--- src/rtl/tt_um_hoene_pkg.sv ---
// Shared definitions for the hoene smart-LED pipeline stages.
// Holds the frame geometry, FSM encoding and channel slice helpers.
package tt_um_hoene_pkg;

  localparam int unsigned CH_BITS_DEFAULT  = 8;
  localparam int unsigned CHANNELS_DEFAULT = 3;
  localparam int unsigned LED_BITS         = CH_BITS_DEFAULT * CHANNELS_DEFAULT;

  typedef enum logic [1:0] {
    ST_IDLE    = 2'd0,
    ST_CAPTURE = 2'd1,
    ST_FORWARD = 2'd2
  } state_t;

  // Channel index counted from the LSB end of the shift register (G arrives first).
  localparam int unsigned CH_IDX_G = 2;
  localparam int unsigned CH_IDX_R = 1;
  localparam int unsigned CH_IDX_B = 0;

  // With the default 8-bit channels this yields G=16, R=8, B=0.
  function automatic int unsigned ch_lsb(input int unsigned ch_idx, input int unsigned ch_bits);
    return ch_idx * ch_bits;
  endfunction

endpackage

--- src/rtl/tt_um_hoene_edge_detect.sv ---
// Registers a level and reports its rising and falling edges as same-cycle pulses.
module tt_um_hoene_edge_detect (
  input  logic clk,
  input  logic rst,
  input  logic sig,
  output logic rise,
  output logic fall
);

  logic sig_q;

  // NOTE: state registers use non-blocking assignments so every flop samples pre-edge values.
  always_ff @(posedge clk) begin
    if (rst) sig_q <= 1'b0;
    else     sig_q <= sig;
  end

  assign rise = sig & ~sig_q;
  assign fall = ~sig & sig_q;

endmodule

--- src/rtl/tt_um_hoene_led_frame_capture.sv ---
// Keeps the first LED_BITS bits of each frame as this LED's GRB colour and forwards
// the rest to the next LED; the colour is latched on frame end.
module tt_um_hoene_led_frame_capture
  import tt_um_hoene_pkg::*;
#(
  parameter int unsigned CH_BITS  = CH_BITS_DEFAULT,
  parameter int unsigned CHANNELS = CHANNELS_DEFAULT
) (
  input  logic               clk,
  input  logic               rst,
  input  logic               in_insync,
  input  logic               in_data,
  input  logic               in_clk,
  output logic [CH_BITS-1:0] out_green,
  output logic [CH_BITS-1:0] out_red,
  output logic [CH_BITS-1:0] out_blue,
  output logic               out_fwd_data,
  output logic               out_fwd_clk,
  output logic               out_frame_done,
  output logic               out_short
);

  localparam int unsigned LB    = CH_BITS * CHANNELS;
  localparam int unsigned CNT_W = $clog2(LB + 1);
  localparam logic [CNT_W-1:0] CNT_FULL = CNT_W'(LB);
  localparam int unsigned G_LSB = ch_lsb(CH_IDX_G, CH_BITS);
  localparam int unsigned R_LSB = ch_lsb(CH_IDX_R, CH_BITS);
  localparam int unsigned B_LSB = ch_lsb(CH_IDX_B, CH_BITS);

  state_t           state;
  logic [CNT_W-1:0] cnt;
  logic [LB-1:0]    shreg;
  logic             clk_rise, clk_fall_unused;
  logic             sync_rise_unused, sync_fall;
  logic             bit_event;

  tt_um_hoene_edge_detect u_clk_edge (
    .clk  (clk),
    .rst  (rst),
    .sig  (in_clk),
    .rise (clk_rise),
    .fall (clk_fall_unused)
  );

  tt_um_hoene_edge_detect u_sync_edge (
    .clk  (clk),
    .rst  (rst),
    .sig  (in_insync),
    .rise (sync_rise_unused),
    .fall (sync_fall)
  );

  // A strobe edge that coincides with insync falling is dropped here.
  assign bit_event = clk_rise & in_insync;

  always_ff @(posedge clk) begin
    if (rst) begin
      state          <= ST_IDLE;
      cnt            <= '0;
      shreg          <= '0;
      out_green      <= '0;
      out_red        <= '0;
      out_blue       <= '0;
      out_fwd_data   <= 1'b0;
      out_fwd_clk    <= 1'b0;
      out_frame_done <= 1'b0;
      out_short      <= 1'b0;
    end else begin
      out_fwd_clk    <= 1'b0;
      out_frame_done <= 1'b0;
      out_short      <= 1'b0;
      unique case (state)
        ST_IDLE: begin
          if (in_insync) begin
            state <= ST_CAPTURE;
            if (bit_event) begin
              shreg <= {shreg[LB-2:0], in_data};
              cnt   <= CNT_W'(1);
            end else begin
              cnt   <= '0;
            end
          end
        end
        ST_CAPTURE, ST_FORWARD: begin
          if (sync_fall) begin
            if (cnt == CNT_FULL) begin
              out_green      <= shreg[G_LSB +: CH_BITS];
              out_red        <= shreg[R_LSB +: CH_BITS];
              out_blue       <= shreg[B_LSB +: CH_BITS];
              out_frame_done <= 1'b1;
            end else begin
              out_short      <= 1'b1;
            end
            state <= ST_IDLE;
            cnt   <= '0;
          end else if (bit_event) begin
            if (state == ST_CAPTURE) begin
              shreg <= {shreg[LB-2:0], in_data};
              cnt   <= cnt + 1'b1;
              // Leaving CAPTURE on the last colour bit is what saturates cnt.
              if (cnt == CNT_FULL - 1'b1) state <= ST_FORWARD;
            end else begin
              out_fwd_data <= in_data;
              out_fwd_clk  <= 1'b1;
            end
          end
        end
        default: state <= ST_IDLE;
      endcase
    end
  end

endmodule

--- config.mk ---
export PLATFORM = sky130hd
export DESIGN_NAME = tt_um_hoene_led_frame_capture
export DESIGN_NICKNAME = d
export VERILOG_FILES = /design/src/rtl/tt_um_hoene_pkg.sv /design/src/rtl/tt_um_hoene_edge_detect.sv /design/src/rtl/tt_um_hoene_led_frame_capture.sv
export SDC_FILE = /design/constraint.sdc
export NUM_CORES = 1
export LEC_CHECK = 0
export BUFFER_PORTS_ARGS = -buffer_cell sky130_fd_sc_hd__buf_2
export CORE_ASPECT_RATIO = 1.25
export CORE_MARGIN = 5
export CORE_UTILIZATION = 45
export CTS_BUF_LIST = sky130_fd_sc_hd__clkbuf_4 sky130_fd_sc_hd__clkbuf_8 sky130_fd_sc_hd__clkbuf_16
export DETAILED_ROUTE_END_ITERATION = 12
export PLACE_DENSITY = 0.65
export SLEW_MARGIN = 20
export SYNTH_ARGS = -nofsm -noshare
export SYNTH_HDL_FRONTEND = slang
export SYNTH_SLANG_ARGS = --single-unit
export TNS_END_PERCENT = 100
--- constraint.sdc ---
create_clock -name clk -period 2.39 [get_ports clk]
set_clock_uncertainty 0.15 [all_clocks]
set_input_delay 0.239 -clock clk [delete_from_list [all_inputs] [get_ports clk]]
set_output_delay 0.239 -clock clk [all_outputs]
set_load 0.01 [all_outputs]
==> summary.txt, run 1 <==
Critical Path RT - 2.50 ns
Final Power - 2.287 mW
Top delay family on crit path - simple AND/OR/NAND/NOR gates
router iterations before antenna repair - 4
asr flop ratio synth - 0
Synth Warn # - 0
vias in the first global route - 1859
post-route minimum period - 2.048 ns
RSZ-0062 raised after global routing - false
largest net degree at the start of global routing - 28
Worst Tran Pin Value - 0.5054 ns
mapped cell area - 2340 sq um
synthesis-to-layout area growth - 18.07%
worst hold path class - input pin to register
final hold vios - 0
cell area power density - 827.7 nW/um^2
remaining global-route overflow - 0
I/O Buffers - 32
Post-synth EDFFs - 0
CORE AREA - 5080 sq um
Crit-path slowest cell - or4_1
cell area after layout - 2763 sq um
DRT antenna net count - 0
worst path cell trace - inv_1 -> ha_1 -> nand2b_1 -> o22ai_1 -> or4_1 -> a21oi_1
PostCTS Resize Cnt - 0
FF-to-FF setup slack - 0.34 ns
fin nets - 333
Worst-path clk slew - 0.06 ns
Root Buffer - clkbuf_8
CP Launch Type - register
Crit Path Class - register to register
Die Span Y - 90.62 um
global-route usage over all layers - 0.1520
Die Area - 6751 sq um
first-pass GRT wire length - 8.128 mm
post-DR wirelength/cell - 12.08 um
max cap viols - 0
status - finished clean
Synth Flop Type - dfxtp_1
ranking of synthesized cells by area - dfxtp_1, nand2_1, a21oi_1, ha_1, clkbuf_1
initial DRC count - 160
clk sink count - 61
syn_nets - 299
Cell variety after synth - 30
WHS Endpoint - u_clk_edge.sig_q
Vias/cell - 5.057
sequential element share of the synthesized area - 0.5219
Syn Area/Cell - 8.096 sq um
Worst Path Max Fanout - 9
HPWL after DPL - 3.181 mm
Synth Instances - 289
Rows - 29
post-synth top area cell - dfxtp_1
CTS Buf Count - 9
CTS tree - done
Worst VDD drop - 520.7 uV
Data arrival, critical path - 2.16 ns
clock latency on the worst-skew pair - 0.33 ns
number of fill cells in the layout - 514
reg2reg end - cnt[3]
Largest stage delay, worst path - 0.51 ns
antenna fix cells - 0
Die Span X - 74.50 um
DR DRC count - 0
vias post-DR - 1967
initial antenna violation count - 0
Clock Path Buffers - 2
Initial Utilization - 0.4606
H-tree levels - 3
WL final - 4.700 mm
reg2reg start - state[0]
Max Freq - 488.4 MHz
dpl cell area - 2564 sq um
Post-CTS Setup Inserts - 0
# IOs - 33
P_leak - 1.024 nW
Hold Path Depth - 2
Critical Path End Type - register
max-slew violation total from the final report - 0
setup ws final - 0.3425 ns
most common cell after layout, fill and taps aside - nand2_1
layout cells sized above 1 - 0.1743
crit share post-route - 0.8567
Hold Buf Count CTS - 0
flops & latches, synth - 61
endpoints failing setup - 0
hold path start - in_clk
critical path buffer and inverter count - 1
reg2reg path depth - 6
pre-CTS setup slack - 0.3776 ns
most frequent cells in the layout - nand2_1, dfxtp_1, a21oi_1
setup TNS - 0 ns
top-area cell type share of the netlist area - 0.5219
RePlAce Congestion - 0.8819
Max transition margin - 0.6631
## where the power goes
| part | internal (mW) | switching [mW] | total, mW |
|---|---|---|---|
| logic | 0.109 | 0.209 | 0.317 |
| clock network | 0.529 | 0.380 | 0.908 |
| registers | 1.04 | 0.0209 | 1.06 |
| total | 1.68 | 0.609 | 2.29 |
## flip-flops by register name (all words and copies together), names as in the netlist
| signal | flops |
|---|---|
| out_blue | 8 |
| state | 2 |
| out_short | 1 |
| cnt | 5 |
| u_clk_edge.sig_q | 1 |
| out_red | 8 |
| u_sync_edge.sig_q | 1 |
| out_fwd_clk | 1 |
| out_fwd_data | 1 |
| out_frame_done | 1 |
| shreg | 24 |
| out_green | 8 |
## per-stage QoR
step                      std cells    util  hold slack, ns
after floorplan                 289       -          0.2172
after global placement          374  0.5047          0.2897
after detailed placement        374  0.5047          0.2940
after CTS                       389  0.5438       0.0007545
after global routing            389  0.5438         0.04012
final                           389  0.5438        0.009559
## layout make-up
| class | count | area [sq um] | share of cell area |
|---|---|---|---|
| inverters | 7 | 26.28 | 0.009511 |
| well taps | 62 | 77.57 | 0.02808 |
| clock buffers | 11 | 151.4 | 0.05480 |
| multi-input cells | 205 | 1026 | 0.3714 |
| flip-flops and latches | 61 | 1221 | 0.4420 |
| clock inverters | 4 | 47.55 | 0.01721 |
| repair buffers | 39 | 212.7 | 0.07699 |
## routing by layer
| metal | share of wire | track usage | up-vias |
|---|---|---|---|
| met3 | 0.045 | 0.03007 | 9 |
| met1 | 0.44 | 0.1810 | 881 |
| met2 | 0.49 | 0.2478 | 45 |
| li1 | - | - | 1032 |
| met5 | 0 | 0 | - |
| met4 | 0.021 | 0.08457 | 0 |
## cells in the mapped netlist, types with 4 or more instances
cell	number
nand2_1	99
dfxtp_1	61
a21oi_1	56
clkbuf_1	11
inv_1	7
buf_2	5
ha_1	5
nand2b_1	5
nand3_1	5
nor3_1	4
## kinds of logic after synthesis
| family | Yosys count | share of synthesized area |
|---|---|---|
| and+or+nand+nor | 130 | 0.2455 |
| AOI/OAI and AO/OA | 69 | 0.1620 |
| DFF | 61 | 0.5219 |
| buffers and inverters | 23 | 0.03957 |
| adders and majority gates | 5 | 0.02674 |
| muxes | 1 | 0.004278 |
## worst max path at each step
stage | start | end | slack, ns | cells past startpoint
floorplan | state[0] | cnt[3] | 0.52 | 7
global placement | state[0] | cnt[3] | 0.45 | 6
detailed placement | state[0] | cnt[3] | 0.38 | 6
CTS | state[0] | cnt[3] | 0.35 | 6
global route | state[0] | cnt[3] | 0.18 | 6
finish | state[0] | cnt[3] | 0.34 | 6
Note: power is estimated with default switching activity, not from simulation.
==> inputs of run 2 (changes only) <==
--- a/config.mk
+++ b/config.mk
@@ -15,5 +15,6 @@
 export SLEW_MARGIN = 20
 export SYNTH_ARGS = -nofsm -noshare
 export SYNTH_HDL_FRONTEND = slang
+export SYNTH_HIERARCHICAL = 1
 export SYNTH_SLANG_ARGS = --single-unit
 export TNS_END_PERCENT = 100
==> run 2 against run 1 <==
Net effect:
- worst hold slack better by 0.011 ns
- maximum frequency is 2.6% lower
- global-route usage is 0.53 points higher
- first-iteration DRC count is 26% lower
- die area is 0.52% lower
- synthesized cell count is 2.1% lower
- combinational power is 40% lower
- sequential power hardly changed
- utilization hardly changed
- setup slack worse by 0.054 ns
- critical path type is now input pin to register
- highest routed layer unchanged
==> summary.txt, run 2 <==
router iterations before antenna repair - 4
final hold vios - 0
Worst Path Max Fanout - 24
Clock Path Buffers - 2
DRT antenna net count - 0
Worst Tran Pin Value - 0.7112 ns
clock latency on the worst-skew pair - 0.34 ns
RePlAce Congestion - 0.8239
WL final - 4.608 mm
Die Span Y - 90.38 um
global-route usage over all layers - 0.1573
Synth Instances - 283
vias post-DR - 1948
Critical Path End Type - register
H-tree levels - 3
mapped cell area - 2326 sq um
cell area power density - 792.8 nW/um^2
P_leak - 1.020 nW
clk sink count - 61
CP Launch Type - input pin
HPWL after DPL - 2.949 mm
placed cell count - 367
initial antenna violation count - 0
vias in the first global route - 1888
Die Area - 6716 sq um
remaining global-route overflow - 0
syn_nets - 293
# IOs - 33
max FFs per register - 24
first-pass GRT wire length - 8.273 mm
most frequent cells in the layout - nand2_1, dfxtp_1, a21oi_1
Crit Path Class - input pin to register
Die Span X - 74.31 um
CTS tree - done
I/O Buffers - 32
largest register by flop count - shreg
Worst VDD drop - 432.0 uV
Vias/cell - 5.073
max cap viols - 0
Initial Utilization - 0.4612
PostCTS Resize Cnt - 0
Critical Path RT - 2.43 ns
RSZ-0062 raised after global routing - false
Max transition margin - 0.5259
status - finished clean
synthesis-to-layout area growth - 17.86%
post-DR wirelength/cell - 12.00 um
Root Buffer - clkbuf_8
Max Freq - 475.9 MHz
DR DRC count - 0
CTS Buf Count - 9
initial DRC count - 119
Rows - 29
fin nets - 327
Worst-path clk slew - 0.06 ns
CORE AREA - 5044 sq um
layout cells sized above 1 - 0.1801
post-route minimum period - 2.101 ns
setup TNS - 0 ns
Synth Warn # - 6
endpoints failing setup - 0
Syn Area/Cell - 8.219 sq um
crit share post-route - 0.8792
most common cell after layout, fill and taps aside - nand2_1
fin cells - 384
max-slew violation total from the final report - 0
antenna fix cells - 0
worst hold path class - input pin to register
largest net degree at the start of global routing - 41
Final Power - 2.173 mW
Data arrival, critical path - 2.14 ns
==> run 2: repair_timing <==
| item | in CTS | in global routing |
|---|---|---|
| buffers inserted | 0 | 0 |
| hold endpoints to repair | 1 | 0 |
| hold buffers | 1 | 0 |
==> run 2: worst paths after layout <==
path,start,end,slack [ns],cells after the start
worst min-delay path,in_data,shreg[0],0.02,3
worst max register to register,state[1],shreg[5],0.30,7
worst min register to register,out_blue[4],out_blue[4],0.30,2
worst max-delay path,in_clk,shreg[5],0.29,8
==> run 2: layout make-up <==
cell class | count | area [sq um]
multi-input cells | 201 | 1007
clock buffers | 15 | 175.2
fillers | 499 | 2302
repair buffers | 38 | 207.7
inverters | 6 | 22.52
well taps | 62 | 77.57
clock inverters | 1 | 30.03
flip-flops and latches | 61 | 1221
==> run 2: where the power goes <==
part	switching (mW)	leakage (nW)	internal, mW
logic	0.129	0.418	0.0605
registers	0.00887	0.492	1.03
clock network	0.375	0.109	0.570
total	0.513	1.02	1.66
==> run 2: through the flow <==
| stage | cell area [sq um] | worst slack (ns) | utilization | hold slack [ns] |
|---|---|---|---|---|
| finish | 2741 | 0.2888 | 0.5435 | 0.02098 |
| global route | 2741 | 0.1479 | 0.5435 | 0.01780 |
| CTS | 2741 | 0.2907 | 0.5435 | 0.003992 |
| detailed placement | 2526 | 0.3146 | 0.5009 | 0.2939 |
| global placement | 2526 | 0.3643 | 0.5009 | 0.2906 |
| floorplan | 2326 | 0.4338 | - | 0.1606 |
==> run 2: routing by layer <==
layer	global-route usage	vias to the layer above	share of wire
met1	0.1796	885	0.46
li1	-	1014	-
met4	0.06825	0	0.022
met2	0.2530	40	0.47
met3	0.06459	9	0.051
met5	0	-	0
==> run 2: critical path: stages <==
cell and delay, ns:
dlygate4sd3_1 0.52, buf_2 0.10, nor2b_1 0.22, nand2_2 0.16, or4b_1 0.52, buf_4 0.23, nand2_1 0.09, a21oi_1 0.06
==> inputs of run 3 (changes only) <==
--- a/config.mk
+++ b/config.mk
@@ -6,7 +6,6 @@
 export NUM_CORES = 1
 export LEC_CHECK = 0
 export BUFFER_PORTS_ARGS = -buffer_cell sky130_fd_sc_hd__buf_2
-export CORE_ASPECT_RATIO = 1.25
 export CORE_MARGIN = 5
 export CORE_UTILIZATION = 45
 export CTS_BUF_LIST = sky130_fd_sc_hd__clkbuf_4 sky130_fd_sc_hd__clkbuf_8 sky130_fd_sc_hd__clkbuf_16
==> run 3 against run 2 <==
Net effect:
- non-clock buffer count increased by 2
- clock-buffer cell count is 5 lower
- sequential cell count unchanged
- sequential share of layout area decreased by 0.99 points
- first-iteration DRC count rose by 11%
- die area fell by 0.13%
- register-to-register slack improved by 0.02 ns
- maximum frequency grew 1.3%
- clock power is 17% higher
- design area rose by 2.3%
- critical path depth decreased by 1
- global-route usage grew 0.054 points
- critical path type is now register to register
- critical endpoint is now shreg[4]
- largest cell class unchanged
==> summary.txt, run 3 (same netlist as run 2, synthesis figures left out) <==
DRT antenna net count - 0
Initial Utilization - 0.4583
crit share post-route - 0.8676
layout cells sized above 1 - 0.1852
remaining global-route overflow - 0
FF-to-FF setup slack - 0.32 ns
clock latency on the worst-skew pair - 0.33 ns
Die Span X - 81.90 um
global-route usage over all layers - 0.1578
I/O Buffers - 32
CP Launch Type - register
Worst VDD drop - 424.8 uV
max cap viols - 0
vias in the first global route - 1770
cell area power density - 834.1 nW/um^2
RSZ-0062 raised after global routing - false
Critical Path RT - 2.44 ns
cell area after layout - 2804 sq um
Worst Tran Pin Value - 0.5876 ns
Int Pwr - 1.796 mW
HPWL after DPL - 3.023 mm
Root Buffer - clkbuf_8
most frequent cells in the layout - nand2_1, dfxtp_1, a21oi_1
reg2reg end - shreg[4]
vias post-DR - 1929
initial DRC count - 132
final hold vios - 0
router iterations before antenna repair - 4
Worst-path clk slew - 0.06 ns
largest net degree at the start of global routing - 26
synthesis-to-layout area growth - 20.55%
Crit Path Class - register to register
grt met1 use - 0.2129
Max Freq - 482.3 MHz
Clock Path Buffers - 2
GRT busiest layer - met2
Critical Path End Type - register
most common cell after layout, fill and taps aside - nand2_1
first-pass GRT wire length - 8.135 mm
Die Area - 6707 sq um
Worst Path Max Fanout - 24
CTS Buf Count - 9
sequential share of power - 0.444
Rows - 26
Clock Power Share - 0.474
largest register by flop count - shreg
setup ws final - 0.3166 ns
fin nets - 329
Vias/cell - 4.896
Post-CTS Setup Inserts - 0
max FFs per register - 24
status - finished clean
pre-CTS setup slack - 0.3477 ns
P_leak - 1.039 nW
CORE AREA - 5075 sq um
Sw Share - 0.2321
DR DRC count - 0
GR Util met2 - 0.2310
PostCTS Resize Cnt - 0
dpl cell area - 2551 sq um
H-tree levels - 3
logic gate share of total power - 0.082
RePlAce Congestion - 0.7171
post-route minimum period - 2.073 ns
Data arrival, critical path - 2.12 ns
Switch Pwr - 0.5428 mW
reg2reg path depth - 7
# IOs - 33
Max transition margin - 0.6056
Worst setup endpoint - shreg[4]
initial antenna violation count - 0
reg2reg start - state[1]
WL final - 4.600 mm
antenna fix cells - 0
CTS tree - done
routing usage on met3 - 0.04167
endpoints failing setup - 0
setup TNS - 0 ns
post-DR wirelength/cell - 11.68 um
worst hold path class - input pin to register
crit path from - state[1]
max-slew violation total from the final report - 0
Core Util, Final - 0.5525
Die Span Y - 81.90 um
clk sink count - 61
## run 3: metal layers
layer	wire length (um)	part of all wire
met5	0	0
met4	88	0.019
met1	2307	0.50
met2	1959	0.43
met3	244	0.053
## run 3: worst min path at each step
stage / from / to / cells after the start
detailed placement: out_green[3] / out_green[3] / 2
floorplan: rst / u_clk_edge/sig_q / 1
CTS: in_data / shreg[0] / 3
global route: in_data / shreg[0] / 3
global placement: out_blue[6] / out_blue[6] / 2
finish: in_data / shreg[0] / 3
## run 3: layout make-up
type	count	area, sq um
Inverter	6	22.52
Clock buffer	10	131.4
Clock inverter	6	111.4
Timing Repair Buffer	40	222.7
Multi-Input combinational cell	201	1007
Fill cell	508	2271
Tap cell	70	87.58
Sequential cell	61	1221
## run 3: worst max-delay path, stage by stage, from the launching register on
cell and delay (ns):
dfxtp_1 0.35, inv_1 0.07, ha_1 0.40, nor2_1 0.13, or4b_1 0.47, buf_4 0.23, nand2_1 0.09, a21oi_1 0.06
## run 3: stage by stage
stage                     total power [mW]  hold WS, ns  cells
after floorplan                      1.207       0.1606    283
after global placement               1.245       0.2908    377
after detailed placement             1.247       0.2951    377
after CTS                            2.363      0.02026    394
after global routing                 2.442      0.02225    394
final                                2.339      0.02881    394
## run 3: timing repair
item | in CTS | in global routing
endpoints found under the hold margin | 1 | 0
hold buffers | 1 | 0
endpoints found under the setup margin | 0 | 0
## run 3: power by group through the flow
stage	Sequential, mW	Combinational (mW)	Clock (mW)
6_report	1.04	0.192	1.11
2_1_floorplan	1.06	0.148	0
4_1_cts	1.04	0.191	1.13
5_1_grt	1.04	0.218	1.19
3_3_place_gp	1.06	0.185	0
3_5_place_dp	1.06	0.186	0
